$ cat config.mk
export PLATFORM = sky130hd
export DESIGN_NAME = vga2_rect_sequencer_flat
export DESIGN_NICKNAME = d
export VERILOG_FILES = /design/src/rtl/vga2_rect_sequencer_pkg.sv /design/src/rtl/vga2_rect_sequencer_if.sv /design/src/rtl/vga2_rect_sequencer.sv /design/src/flat_wrapper.sv
export SDC_FILE = /design/constraint.sdc
export NUM_CORES = 1
export LEC_CHECK = 0
export ABC_AREA = 0
export CAP_MARGIN = 40
export CORE_MARGIN = 4
export CORE_UTILIZATION = 35
export DETAILED_ROUTE_END_ITERATION = 8
export GPL_ROUTABILITY_DRIVEN = 0
export HOLD_SLACK_MARGIN = 0.05
export MAX_ROUTING_LAYER = met4
export PLACE_DENSITY = 0.56
export SYNTH_ARGS = -nofsm -noshare
export SYNTH_HDL_FRONTEND = slang
export SYNTH_SLANG_ARGS = --single-unit
$ cat constraint.sdc
create_clock -name i_clock -period 3.9 [get_ports i_clock]
set_clock_uncertainty 0.05 [all_clocks]
set_input_delay 0.39 -clock i_clock [delete_from_list [all_inputs] [get_ports i_clock]]
set_output_delay 0.39 -clock i_clock [all_outputs]
set_load 0.05 [all_outputs]
$ cat src/rtl/vga2_rect_sequencer_pkg.sv
// Shared VGA2 definitions: instruction opcodes, sequencer FSM states and
// the instruction word packer used by the rectangle sequencer.
package vga2_rect_sequencer_pkg;

   localparam logic [3:0] OP_NOP = 4'd0;
   localparam logic [3:0] OP_LDR = 4'd1;
   localparam logic [3:0] OP_LDC = 4'd2;
   localparam logic [3:0] OP_LDD = 4'd3;
   localparam logic [3:0] OP_LDI = 4'd4;

   typedef enum logic [2:0] {
      ST_IDLE,
      ST_LDR,
      ST_LDC,
      ST_LDD,
      ST_LDI
   } state_t;

   function automatic logic [11:0] mk_inst(input logic [3:0] op, input logic [7:0] imm);
      return {op, imm};
   endfunction

endpackage

$ cat src/rtl/vga2_rect_sequencer_if.sv
// Command port plus VGA2 instruction port of the rectangle sequencer.
// The host side is the master, the sequencer is the slave.
interface vga2_rect_sequencer_if;
   logic        cmd_valid;
   logic        cmd_ready;
   logic [7:0]  cmd_row;
   logic [7:0]  cmd_col;
   logic [7:0]  cmd_h;
   logic [7:0]  cmd_w;
   logic [3:0]  cmd_color;
   logic        cmd_abort;
   logic        done;
   logic        err;
   logic [11:0] inst;
   logic        inst_en;

   modport master (
      output cmd_valid, cmd_row, cmd_col, cmd_h, cmd_w, cmd_color, cmd_abort,
      input  cmd_ready, done, err, inst, inst_en
   );

   modport slave (
      input  cmd_valid, cmd_row, cmd_col, cmd_h, cmd_w, cmd_color, cmd_abort,
      output cmd_ready, done, err, inst, inst_en
   );
endinterface

$ cat src/rtl/vga2_rect_sequencer.sv
// Rectangle-fill command to VGA2 instruction stream converter: range-checks a
// command, then emits LDR/LDC/LDD/LDI per row, one instruction per cycle.
module vga2_rect_sequencer
   import vga2_rect_sequencer_pkg::*;
#(
   parameter int FbCols = 200,
   parameter int FbRows = 150
) (
   input  logic                  i_clock,
   input  logic                  i_reset,
   vga2_rect_sequencer_if.slave  io_bus
);

   state_t      r_state;
   logic [7:0]  r_row;
   logic [7:0]  r_last_row;
   logic [7:0]  r_col;
   logic [7:0]  r_w_m1;
   logic [7:0]  r_cnt;
   logic [3:0]  r_color;
   logic        r_pend_done;
   logic        r_pend_err;
   logic        r_cmd_ready;
   logic        r_done;
   logic        r_err;
   logic [11:0] r_inst;
   logic        r_inst_en;

   logic [8:0]  w_col_end;
   logic [8:0]  w_row_end;
   logic        w_reject;
   logic        w_zero;
   logic        w_accept;
   logic        w_busy;
   logic        w_row_done;
   logic        w_last_row;

   // 9-bit sums so an oversized command cannot alias back into range
   assign w_col_end  = {1'b0, io_bus.cmd_col} + {1'b0, io_bus.cmd_w};
   assign w_row_end  = {1'b0, io_bus.cmd_row} + {1'b0, io_bus.cmd_h};
   assign w_reject   = (w_col_end > 9'(FbCols)) || (w_row_end > 9'(FbRows));
   assign w_zero     = (io_bus.cmd_w == 8'd0) || (io_bus.cmd_h == 8'd0);
   assign w_busy     = (r_state != ST_IDLE);
   assign w_accept   = io_bus.cmd_valid & r_cmd_ready & ~io_bus.cmd_abort & ~w_busy;
   assign w_row_done = ((r_state == ST_LDD) && (r_w_m1 == 8'd0)) ||
                       ((r_state == ST_LDI) && (r_cnt == 8'd1));
   assign w_last_row = (r_row == r_last_row);

   assign io_bus.cmd_ready = r_cmd_ready;
   assign io_bus.done      = r_done;
   assign io_bus.err       = r_err;
   assign io_bus.inst      = r_inst;
   assign io_bus.inst_en   = r_inst_en;

   always_ff @(posedge i_clock or posedge i_reset) begin
      if (i_reset) begin
         r_state     <= ST_IDLE;
         r_row       <= 8'd0;
         r_last_row  <= 8'd0;
         r_col       <= 8'd0;
         r_w_m1      <= 8'd0;
         r_cnt       <= 8'd0;
         r_color     <= 4'd0;
         r_pend_done <= 1'b0;
         r_pend_err  <= 1'b0;
         r_cmd_ready <= 1'b0;
         r_done      <= 1'b0;
         r_err       <= 1'b0;
         r_inst      <= 12'h000;
         r_inst_en   <= 1'b0;
      end else begin
         r_inst      <= mk_inst(OP_NOP, 8'h00);
         r_inst_en   <= 1'b0;
         // done/err are delayed one cycle so they land after the last instruction
         r_done      <= r_pend_done;
         r_err       <= r_pend_err;
         r_pend_done <= 1'b0;
         r_pend_err  <= 1'b0;
         if (w_busy && io_bus.cmd_abort) begin
            r_state     <= ST_IDLE;
            r_cmd_ready <= 1'b1;
            r_done      <= 1'b1;
         end else begin
            case (r_state)
               ST_IDLE: begin
                  r_cmd_ready <= 1'b1;
                  if (w_accept) begin
                     if (w_reject) begin
                        r_pend_err <= 1'b1;
                     end else if (w_zero) begin
                        r_pend_done <= 1'b1;
                     end else begin
                        r_row       <= io_bus.cmd_row;
                        r_last_row  <= io_bus.cmd_row + io_bus.cmd_h - 8'd1;
                        r_col       <= io_bus.cmd_col;
                        r_w_m1      <= io_bus.cmd_w - 8'd1;
                        r_color     <= io_bus.cmd_color;
                        r_state     <= ST_LDR;
                        r_cmd_ready <= 1'b0;
                     end
                  end
               end
               ST_LDR: begin
                  r_inst    <= mk_inst(OP_LDR, r_row);
                  r_inst_en <= 1'b1;
                  r_state   <= ST_LDC;
               end
               ST_LDC: begin
                  r_inst    <= mk_inst(OP_LDC, r_col);
                  r_inst_en <= 1'b1;
                  r_state   <= ST_LDD;
               end
               ST_LDD: begin
                  r_inst    <= mk_inst(OP_LDD, {4'h0, r_color});
                  r_inst_en <= 1'b1;
                  r_cnt     <= r_w_m1;
                  r_state   <= ST_LDI;
               end
               ST_LDI: begin
                  r_inst    <= mk_inst(OP_LDI, {4'h0, r_color});
                  r_inst_en <= 1'b1;
                  r_cnt     <= r_cnt - 8'd1;
               end
               default: r_state <= ST_IDLE;
            endcase
            // End of row overrides the per-state next state chosen above
            if (w_row_done) begin
               if (w_last_row) begin
                  r_state     <= ST_IDLE;
                  r_cmd_ready <= 1'b1;
                  r_pend_done <= 1'b1;
               end else begin
                  r_row   <= r_row + 8'd1;
                  r_state <= ST_LDR;
               end
            end
         end
      end
   end

endmodule

$ cat src/flat_wrapper.sv
// flat-port wrapper written by rule: the top's interface ports become plain ports
module vga2_rect_sequencer_flat import vga2_rect_sequencer_pkg::*;
#(
   parameter int FbCols = 200,
   parameter int FbRows = 150
)
  (i_clock, i_reset, io_bus_cmd_valid, io_bus_cmd_row, io_bus_cmd_col, io_bus_cmd_h, io_bus_cmd_w, io_bus_cmd_color, io_bus_cmd_abort, io_bus_cmd_ready, io_bus_done, io_bus_err, io_bus_inst, io_bus_inst_en);
  vga2_rect_sequencer_if io_bus_i ();
  input  logic i_clock;
  input  logic i_reset;
  input wire logic [$bits(io_bus_i.cmd_valid)-1:0] io_bus_cmd_valid;
  input wire logic [$bits(io_bus_i.cmd_row)-1:0] io_bus_cmd_row;
  input wire logic [$bits(io_bus_i.cmd_col)-1:0] io_bus_cmd_col;
  input wire logic [$bits(io_bus_i.cmd_h)-1:0] io_bus_cmd_h;
  input wire logic [$bits(io_bus_i.cmd_w)-1:0] io_bus_cmd_w;
  input wire logic [$bits(io_bus_i.cmd_color)-1:0] io_bus_cmd_color;
  input wire logic [$bits(io_bus_i.cmd_abort)-1:0] io_bus_cmd_abort;
  output wire logic [$bits(io_bus_i.cmd_ready)-1:0] io_bus_cmd_ready;
  output wire logic [$bits(io_bus_i.done)-1:0] io_bus_done;
  output wire logic [$bits(io_bus_i.err)-1:0] io_bus_err;
  output wire logic [$bits(io_bus_i.inst)-1:0] io_bus_inst;
  output wire logic [$bits(io_bus_i.inst_en)-1:0] io_bus_inst_en;
  assign io_bus_i.cmd_valid = io_bus_cmd_valid;
  assign io_bus_i.cmd_row = io_bus_cmd_row;
  assign io_bus_i.cmd_col = io_bus_cmd_col;
  assign io_bus_i.cmd_h = io_bus_cmd_h;
  assign io_bus_i.cmd_w = io_bus_cmd_w;
  assign io_bus_i.cmd_color = io_bus_cmd_color;
  assign io_bus_i.cmd_abort = io_bus_cmd_abort;
  assign io_bus_cmd_ready = io_bus_i.cmd_ready;
  assign io_bus_done = io_bus_i.done;
  assign io_bus_err = io_bus_i.err;
  assign io_bus_inst = io_bus_i.inst;
  assign io_bus_inst_en = io_bus_i.inst_en;
  vga2_rect_sequencer #(.FbCols(FbCols), .FbRows(FbRows)) u_core (.i_clock(i_clock), .i_reset(i_reset), .io_bus(io_bus_i));
endmodule
==> summary.md, run 1 <==
| Metric | Value |
|---|---|
| HPWL after detailed placement | 8544 µm |
| Post-Route WL | 10650 µm |
| Post-Syn Area per Cell | 8.648 µm² |
| WP data required | 4.05 ns |
| Setup Crit Path Kind | input pin to flip-flop |
| Post-synth cell types | 59 |
| Final hold violation count | 0 |
| Initial antenna violation count | 0 |
| WP data arrival | 3.71 ns |
| Die height | 117.8 µm |
| Status | finished, final reports clean |
| Worst-Skew Late Latency | 0.33 ns |
| Final hold slack | 0.3182 ns |
| Largest area contributor in the synthesized netlist | dfrtp_1 |
| Pwr dens | 593.8 mW/mm² |
| Fmax achieved | 280.8 MHz |
| TritonCTS clock tree | built |
| Initial Util | 36.34% |
| Root Buffer Master | clkbuf_16 |
| Residual DRC count | 0 |
| DR vias | 3613 |
| Synth top area share | 37.95% |
| Chip width | 117.8 µm |
| Number of DRC markers after the initial detailed-route iteration | 196 |
| Worst vdd ir | 0.0002848 V |
| Clock Tree Buf Depth | 2 |
| Worst-Margin Slew | 0.6811 ns |
| Flops & latches, synth | 64 |
| Synth top area cells | dfrtp_1 (38%), ha_1 (9.8%), nand2_1 (6.0%) |
| Vias in the first global route | 3651 |
| Final setup viols | 0 |
| Post-CTS Hold Buffers | 0 |
| Critical-path cell list | clkdlybuf4s50_1 > ha_1 > fa_1 > a21o_1 > a221oi_2 > nor2_1 > a2111oi_1 > o31ai_1 > or3_2 > buf_12 > nand2_1 > o21ai_0 |
| Setup TNS | 0 ns |
| Share of post-route cells with drive strength above 1 | 7.678% |
| Clk sinks | 64 |
| Pins over their slew limit | 0 |
| Area growth, synth to finish | 24.43% |
| Synth warnings | 0 |
| Die footprint | 0.01388 mm² |
| CP endpoint kind | flip-flop |
| Ys async rst share | 100.0% |
| Post-Syn Nets | 564 |
| Hold Crit Class | flip-flop to flip-flop |
| Max-Cap Viols | 0 |
| CP max FO | 33 |
| Relative slew slack | 54.50% |
| Post-CTS setup buffers | 0 |
| Syn Std Cell Area | 0.004220 mm² |
| Crit path time final | 3.561 ns |
| Vias per cell | 5.236 |
| Port bufs | 54 |
| Leakage | 2.401 nW |
| Final ANT Viol Nets | 0 |
| Placed cell count | 674 |
| Pin count of the biggest net entering global routing | 44 |
| Number of non-filler instances in the completed layout | 690 |
| Critical Path Start Type | input pin |
| Overflow after GRT | 0 |
| I/O pin count | 56 |
| RSZ-0062 raised after global routing | false |
| Part of the cycle the worst path needs | 91.30% |
| Nets | 618 |
| Sequential area share after synthesis | 37.95% |
| CTS H-tree lvls | 3 |
| Routed wire per std cell | 15.43 µm |
| Final Core Density | 45.22% |
| Crit path largest cell delay | 0.59 ns |
| N_diodes | 0 |
| First-pass GRT wire length | 18060 µm |
| First drt pass iteration count | 4 |
| Core area | 0.01161 mm² |
| Synth Flop Type | dfrtp_1 |
| Num CTS Buffers | 9 |
| Clock slew at reported path FFs | 0.06 ns |
| Number of enable flip-flop cells after synthesis | 0 |
| Post_cts resized | 0 |
| Fillers | 1155 |
| Site Rows | 39 |
| Slowest stage cell, crit path | or3_2 |
| Total GRT Usage | 16.33% |
| Mapped Cells | 488 |
## logic make-up after synthesis
family,share of synthesized area (%)
AOI/OAI and AO/OA,19.06
adders and majority gates,11.21
xor gates and xnor gates,5.188
buffers and inverters,5.870
DFF,37.95
muxes,1.304
and+or+nand+nor,19.33
other,0.08886
## final timing paths
kind,slack (ns),startpoint,depth (start not counted),end
max,0.34,io_bus_cmd_w[0],12,u_core.r_last_row[6]
max reg2reg,1.33,u_core.r_state[2],7,u_core.r_last_row[6]
min reg2reg,0.32,u_core.r_pend_err,0,u_core.io_bus.err
max in group asynchronous,2.53,i_reset,3,u_core.r_w_m1[2]
min in group asynchronous,0.35,i_reset,2,u_core.io_bus.err
min,0.32,u_core.r_pend_err,0,u_core.io_bus.err
## layout make-up
cell class | instances | area [µm²] | area share, %
Timing Repair Buffer | 62 | 613.1 | 11.67
Clock buffer | 9 | 225.2 | 4.289
Tap cell | 143 | 178.9 | 3.407
Sequential cell | 64 | 1602 | 30.50
Multi-Input combinational cell | 364 | 2376 | 45.25
Clock inverter | 7 | 102.6 | 1.954
Inverter | 41 | 153.9 | 2.931
## critical path, delay by kind of cell
family	cells	cell delay, ns
AOI/OAI and AO/OA	5	1.19
and+or+nand+nor	3	0.74
adders and majority gates	2	0.72
buffers and inverters	2	0.67
## where the power goes
| group | total, mW | switching [mW] | internal [mW] |
|---|---|---|---|
| sequential | 1.19 | 0.268 | 0.924 |
| combinational | 1.05 | 0.594 | 0.460 |
| clock | 0.872 | 0.307 | 0.565 |
| total | 3.12 | 1.17 | 1.95 |
## flip-flops by register name (all words and copies together), names as in the netlist, 3 cells and up
signal	flops
u_core.r_cnt	8
u_core.r_color	4
u_core.io_bus.inst	11
u_core.r_w_m1	8
u_core.r_state	3
u_core.r_row	8
u_core.r_last_row	8
u_core.r_col	8
## stage by stage
| stage | setup slack [ns] | power, mW | area, µm² |
|---|---|---|---|
| 6_report | 0.3392 | 3.118 | 5251 |
| 5_1_grt | 0.06582 | 3.347 | 5251 |
| 4_1_cts | 0.3557 | 3.142 | 5251 |
| 3_3_place_gp | 0.06655 | 2.235 | 4923 |
| 2_1_floorplan | 0.7811 | 1.909 | 4220 |
| 3_5_place_dp | 0.01655 | 2.260 | 4923 |
## layout by cell type (no fill, tap or decap), types with 2 or more instances in the layout
cell type | netlist | layout
a22o_1 | 2 | 2
mux2_2 | 4 | 4
nor4_1 | 4 | 4
o22ai_1 | 4 | 4
clkdlybuf4s50_1 | 0 | 54
nand2_1 | 68 | 68
nand3b_1 | 4 | 4
dfrtp_1 | 64 | 64
o21bai_1 | 3 | 3
or3_1 | 2 | 2
nor2b_1 | 5 | 5
nor3_1 | 13 | 12
fa_1 | 3 | 3
a2111oi_0 | 3 | 3
xor2_1 | 9 | 9
nand2b_1 | 5 | 5
and2_1 | 5 | 5
a31oi_1 | 4 | 4
nand4_1 | 7 | 7
bufinv_16 | 0 | 2
a22oi_1 | 10 | 10
nor2_2 | 2 | 2
xnor2_1 | 16 | 16
a21o_1 | 6 | 6
inv_6 | 0 | 2
nand3_1 | 9 | 9
a2bb2oi_1 | 3 | 3
a211oi_1 | 4 | 4
o21ai_0 | 25 | 25
clkbuf_16 | 0 | 9
buf_4 | 2 | 7
clkinv_4 | 0 | 2
o31ai_1 | 3 | 3
a211oi_2 | 2 | 2
o22a_1 | 3 | 3
and3_1 | 3 | 3
a21oi_1 | 36 | 36
ha_1 | 33 | 33
nor2_1 | 44 | 44
inv_1 | 41 | 40
## routing by layer
metal / wire, µm / vias to the layer above / GRT usage, % / part of all wire, %
li1: - / 1810 / - / -
met5: 0 / - / - / 0
met2: 4693 / 70 / 24.69 / 44
met1: 5440 / 1723 / 22.77 / 51
met3: 368 / 10 / 2.787 / 3.5
met4: 145 / 0 / 4.322 / 1.4
## synth_stat cells, types with 3 or more instances
library cell	count
o21bai_1	3
nand2b_1	5
o22ai_1	4
mux2_2	4
nor3_1	13
o22a_1	3
a2111oi_0	3
fa_1	3
buf_2	6
a31oi_1	4
nor2b_1	5
and2_1	5
nor2_1	44
a2bb2oi_1	3
a211oi_1	4
nand2_1	68
nor4_1	4
xor2_1	9
ha_1	33
nand3_1	9
o21ai_0	25
a21oi_1	36
nand3b_1	4
xnor2_1	16
nand4_1	7
a21o_1	6
and3_1	3
clkbuf_1	9
a22oi_1	10
o31ai_1	3
inv_1	41
dfrtp_1	64
Power figures use the tool's default switching activity.
==> run 2, diff against run 1 <==
- CORE_UTILIZATION: 35 -> 58
- PLACE_DENSITY: 0.56 -> 0.84
==> summary.md, run 2 (synthesis gave the netlist of run 1 again) <==
| Metric | Value |
|---|---|
| Worst-Skew Late Latency | 0.34 ns |
| TritonCTS clock tree | built |
| Post-Route WL | 10520 µm |
| Final hold violation count | 0 |
| Root Buffer Master | clkbuf_8 |
| Final Core Density | 73.44% |
| Num CTS Buffers | 9 |
| Nets | 618 |
| Number of DRC markers after the initial detailed-route iteration | 386 |
| Max-Cap Viols | 0 |
| CTS H-tree lvls | 3 |
| Setup Crit Path Kind | input pin to flip-flop |
| Hold Crit Class | input pin to asynchronous set/reset pin |
| Initial Util | 60.77% |
| First drt pass iteration count | 5 |
| Pwr dens | 574.1 mW/mm² |
| Residual DRC count | 0 |
| Final ANT Viol Nets | 0 |
| Fmax achieved | 278.5 MHz |
| I/O pin count | 56 |
| FF-to-FF setup slack | 1.23 ns |
| WP data required | 4.07 ns |
| Final setup viols | 0 |
| Chip width | 93.30 µm |
| Commonest non-fill, non-tap cell in the layout | nand2_1 |
| Port bufs | 54 |
| Pins over their slew limit | 0 |
| Part of the cycle the worst path needs | 92.08% |
| Routed wire per std cell | 16.37 µm |
| Critical Path Start | io_bus_cmd_h[0] |
| Clk sinks | 64 |
| Vias per cell | 5.910 |
| Pin count of the biggest net entering global routing | 38 |
| Share of post-route cells with drive strength above 1 | 7.326% |
| Leakage | 2.362 nW |
| Capturing point of the worst reg2reg path | u_core.r_last_row[5] |
| Post_cts resized | 0 |
| Worst-Margin Slew | 0.7077 ns |
| WP data arrival | 3.76 ns |
| Total GRT Usage | 26.43% |
| CP endpoint kind | flip-flop |
| Relative slew slack | 52.72% |
| Initial antenna violation count | 1 |
| Crit path time final | 3.591 ns |
| HPWL after detailed placement | 8242 µm |
| Die height | 93.30 µm |
| Post-CTS setup buffers | 0 |
| Area growth, synth to finish | 20.84% |
| Clock Tree Buf Depth | 2 |
| Most frequent cells in the layout | nand2_1 (68), dfrtp_1 (64), clkdlybuf4s50_1 (54), nor2_1 (44), inv_1 (40) |
| Vias in the first global route | 3746 |
| Core area | 0.006944 mm² |
| DR vias | 3800 |
| Worst R2R Start | u_core.r_state[2] |
| Worst r2r path cells | 7 |
| Post-CTS Hold Buffers | 0 |
| Clock slew at reported path FFs | 0.07 ns |
| Max FFs per register | 11 |
| Overflow after GRT | 0 |
| CP max FO | 31 |
| Final hold slack | 0.2279 ns |
| Total Power | 2.928 mW |
| Worst vdd ir | 0.0002260 V |
| Critical Path Sink | u_core.r_last_row[5] |
| RSZ-0062 raised after global routing | false |
| Die footprint | 0.008705 mm² |
| Status | finished, final reports clean |
| Site Rows | 30 |
| First-pass GRT wire length | 17510 µm |
| Critical Path Start Type | input pin |
run 2: worst max-delay path, stage by stage:
cell and delay (ns):
clkdlybuf4s50_1 0.51, ha_1 0.19, inv_1 0.06, fa_1 0.37
nand2b_1 0.24, a211oi_4 0.34, nor3_1 0.11, o41a_1 0.49
or3_2 0.66, buf_12 0.23, nand2_1 0.09, o21ai_0 0.08
run 2: cell type report:
cell class / count / area (µm²)
Tap cell: 96 / 120.1
Fill cell: 517 / 1844
Inverter: 41 / 153.9
Antenna cell: 1 / 2.502
Multi-Input combinational cell: 364 / 2376
Clock inverter: 3 / 65.06
Timing Repair Buffer: 62 / 625.6
Sequential cell: 64 / 1602
Clock buffer: 12 / 155.1
run 2: where the power goes:
part	switching, mW	internal, mW
Clock	0.244	0.391
Sequential	0.280	0.923
Combinational	0.627	0.463
run 2: how the worst min path moves through the flow:
| stage | start | to | depth (start not counted) |
|---|---|---|---|
| floorplan | u_core.r_pend_err | u_core.io_bus.err | 0 |
| global placement | u_core.r_pend_err | u_core.io_bus.err | 0 |
| detailed placement | u_core.r_pend_err | u_core.io_bus.err | 0 |
| CTS | i_reset | u_core.r_last_row[0] | 2 |
| global route | i_reset | u_core.r_row[2] | 2 |
| finish | i_reset | u_core.r_row[2] | 2 |
run 2: metrics by stage:
step / cell area, µm² / std cells / TNS, ns / worst slack, ns
floorplan: 4220 / 488 / 0 / 0.7811
global placement: 4857 / 626 / 0 / 0.08448
detailed placement: 4877 / 627 / -0.01923 / -0.009122
CTS: 5097 / 642 / 0 / 0.3418
global route: 5100 / 643 / 0 / 0.05620
finish: 5100 / 643 / 0 / 0.3087
run 2: metal layers:
layer	GRT usage, %	share of wire, %
met1	33.66	42
met2	41.81	48
met3	5.310	7.4
met4	10.01	2.7
met5	-	0
==> run 3, diff against run 2 <==
- CORE_MARGIN: 4 -> not set
==> summary.md, run 3 (synthesis gave the netlist of run 1 again) <==
| Metric | Value |
|---|---|
| Status | finished, final reports clean |
| I/O pin count | 56 |
| CTS H-tree lvls | 3 |
| WP data arrival | 3.79 ns |
| Routed wire per std cell | 16.08 µm |
| Post-CTS Hold Buffers | 0 |
| CP max FO | 17 |
| Die height | 87.30 µm |
| Crit path largest cell delay | 0.58 ns |
| Total Power | 2.850 mW |
| Clock share of power | 20.2% |
| Final ANT Viol Nets | 0 |
| TritonCTS clock tree | built |
| Critical-path cell list | clkdlybuf4s50_1 > ha_1 > fa_1 > a21o_1 > a221oi_2 > nor2_1 > a2111oi_1 > o31ai_1 > or3_2 > buf_4 > o21ai_0 |
| Part of the cycle the worst path needs | 92.15% |
| Area growth, synth to finish | 19.86% |
| Switching portion of total power | 40.00% |
| Number of non-filler instances in the completed layout | 643 |
| Total GRT Usage | 30.35% |
| Worst r2r path cells | 6 |
| Most frequent cells in the layout | nand2_1 (68), dfrtp_1 (64), clkdlybuf4s50_1 (54), nor2_1 (44), inv_1 (40) |
| Max-Cap Viols | 0 |
| Vias per cell | 5.863 |
| Hold Crit Class | flip-flop to flip-flop |
| Clock Tree Buf Depth | 2 |
| HPWL after detailed placement | 8112 µm |
| Post-Route WL | 10340 µm |
| Initial antenna violation count | 0 |
| Nets | 618 |
| Share of post-route cells with drive strength above 1 | 7.678% |
| Fmax achieved | 278.3 MHz |
| Final setup viols | 0 |
| Site Rows | 30 |
| Clk sinks | 64 |
| Reg power frac | 42.3% |
| Crit path time final | 3.594 ns |
| Clock slew at reported path FFs | 0.07 ns |
| Port bufs | 54 |
| Final setup margin | 0.3062 ns |
| Post_cts resized | 0 |
| Max FFs per register | 11 |
| Worst vdd ir | 0.0002199 V |
| DR vias | 3770 |
| Root Buffer Master | clkbuf_8 |
| Number of DRC markers after the initial detailed-route iteration | 265 |
| Num CTS Buffers | 9 |
| Post-CTS setup buffers | 0 |
| Pin count of the biggest net entering global routing | 39 |
| Vias in the first global route | 3524 |
| Relative slew slack | 46.31% |
| Commonest non-fill, non-tap cell in the layout | nand2_1 |
| Pwr dens | 563.3 mW/mm² |
| Sw Pwr | 1.140 mW |
| Die footprint | 0.007621 mm² |
| Placed cell count | 627 |
| Setup TNS | 0 ns |
| WP data required | 4.09 ns |
| P_int | 1.710 mW |
| Pins over their slew limit | 0 |
| Worst-Skew Late Latency | 0.33 ns |
| Combinational power share | 37.6% |
| Pre-CTS worst setup slack | -0.004271 ns |
| CP endpoint kind | flip-flop |
| Residual DRC count | 0 |
| RSZ-0062 raised after global routing | false |
| Worst-Margin Slew | 0.8042 ns |
| Leakage | 2.338 nW |
| Hold depth | 0 |
| Initial Util | 61.11% |
| Slowest stage cell, crit path | or3_2 |
| Critical Path Start Type | input pin |
| Core area | 0.006907 mm² |
| First drt pass iteration count | 5 |
| Final hold violation count | 0 |
| First-pass GRT wire length | 17130 µm |
| Chip width | 87.30 µm |
| Overflow after GRT | 0 |
| Setup Crit Path Kind | input pin to flip-flop |
| N_diodes | 0 |
[run 3: cell count changes in the layout (fill, tap and decap cells not counted)]
cell,previous run,this run
buf_12,2,0
bufinv_16,2,1
clkbuf_1,1,0
buf_4,6,8
diode_2,1,0
clkinv_2,1,2
clkinvlp_4,0,2
[run 3: layout make-up]
type	instances	area [µm²]
inverter	41	153.9
clock buffer	11	151.4
timing repair buffer	62	600.6
multi-input combinational	364	2376
tap	96	120.1
sequential	64	1602
fill	535	1848
clock inverter	5	55.05
[run 3: stage by stage]
stage                     cell area (µm²)  hold slack, ns  util, %
after floorplan                      4220          0.2812        -
after global placement               4852          0.2811    70.25
after detailed placement             4852          0.2951    70.25
after CTS                            5059          0.3081    73.24
after global routing                 5059          0.3180    73.24
final                                5059          0.3040    73.24
[run 3: path summary, 6_finish.rpt]
path | from | end | slack (ns)
setup / recovery | io_bus_cmd_w[0] | u_core.r_last_row[6] | 0.31
hold / removal | u_core.r_pend_err | u_core.io_bus.err | 0.30
setup reg to reg | u_core.r_state[2] | u_core.r_last_row[6] | 1.28
hold reg to reg | u_core.r_pend_err | u_core.io_bus.err | 0.30
max in group asynchronous | i_reset | u_core.r_row[7] | 2.46
min in group asynchronous | i_reset | u_core.r_last_row[3] | 0.48
[run 3: power groups by stage]
| stage | combinational, mW | sequential (mW) | clock (mW) |
|---|---|---|---|
| finish | 1.07 | 1.20 | 0.575 |
| CTS | 1.07 | 1.19 | 0.583 |
| global route | 1.19 | 1.23 | 0.621 |
| global placement | 1.01 | 1.19 | 0 |
| detailed placement | 1.05 | 1.20 | 0 |
| floorplan | 0.698 | 1.21 | 0 |
[run 3: routing by layer]
metal  global-route usage (%)  part of all wire (%)  vias to the layer above
met5                        -                     0                        -
met4                    7.750                   1.6                        0
met3                    6.540                   6.7                       21
met2                    46.16                    47                      174
met1                    41.33                    45                     1768
li1                         -                     -                     1807
[run 3: worst max-delay path: cells and delay by family]
family	cells	cell delay [ns]
buf+inv	2	0.65
fa+ha+maj	2	0.71
compound gates	5	1.35
simple gates	2	0.66
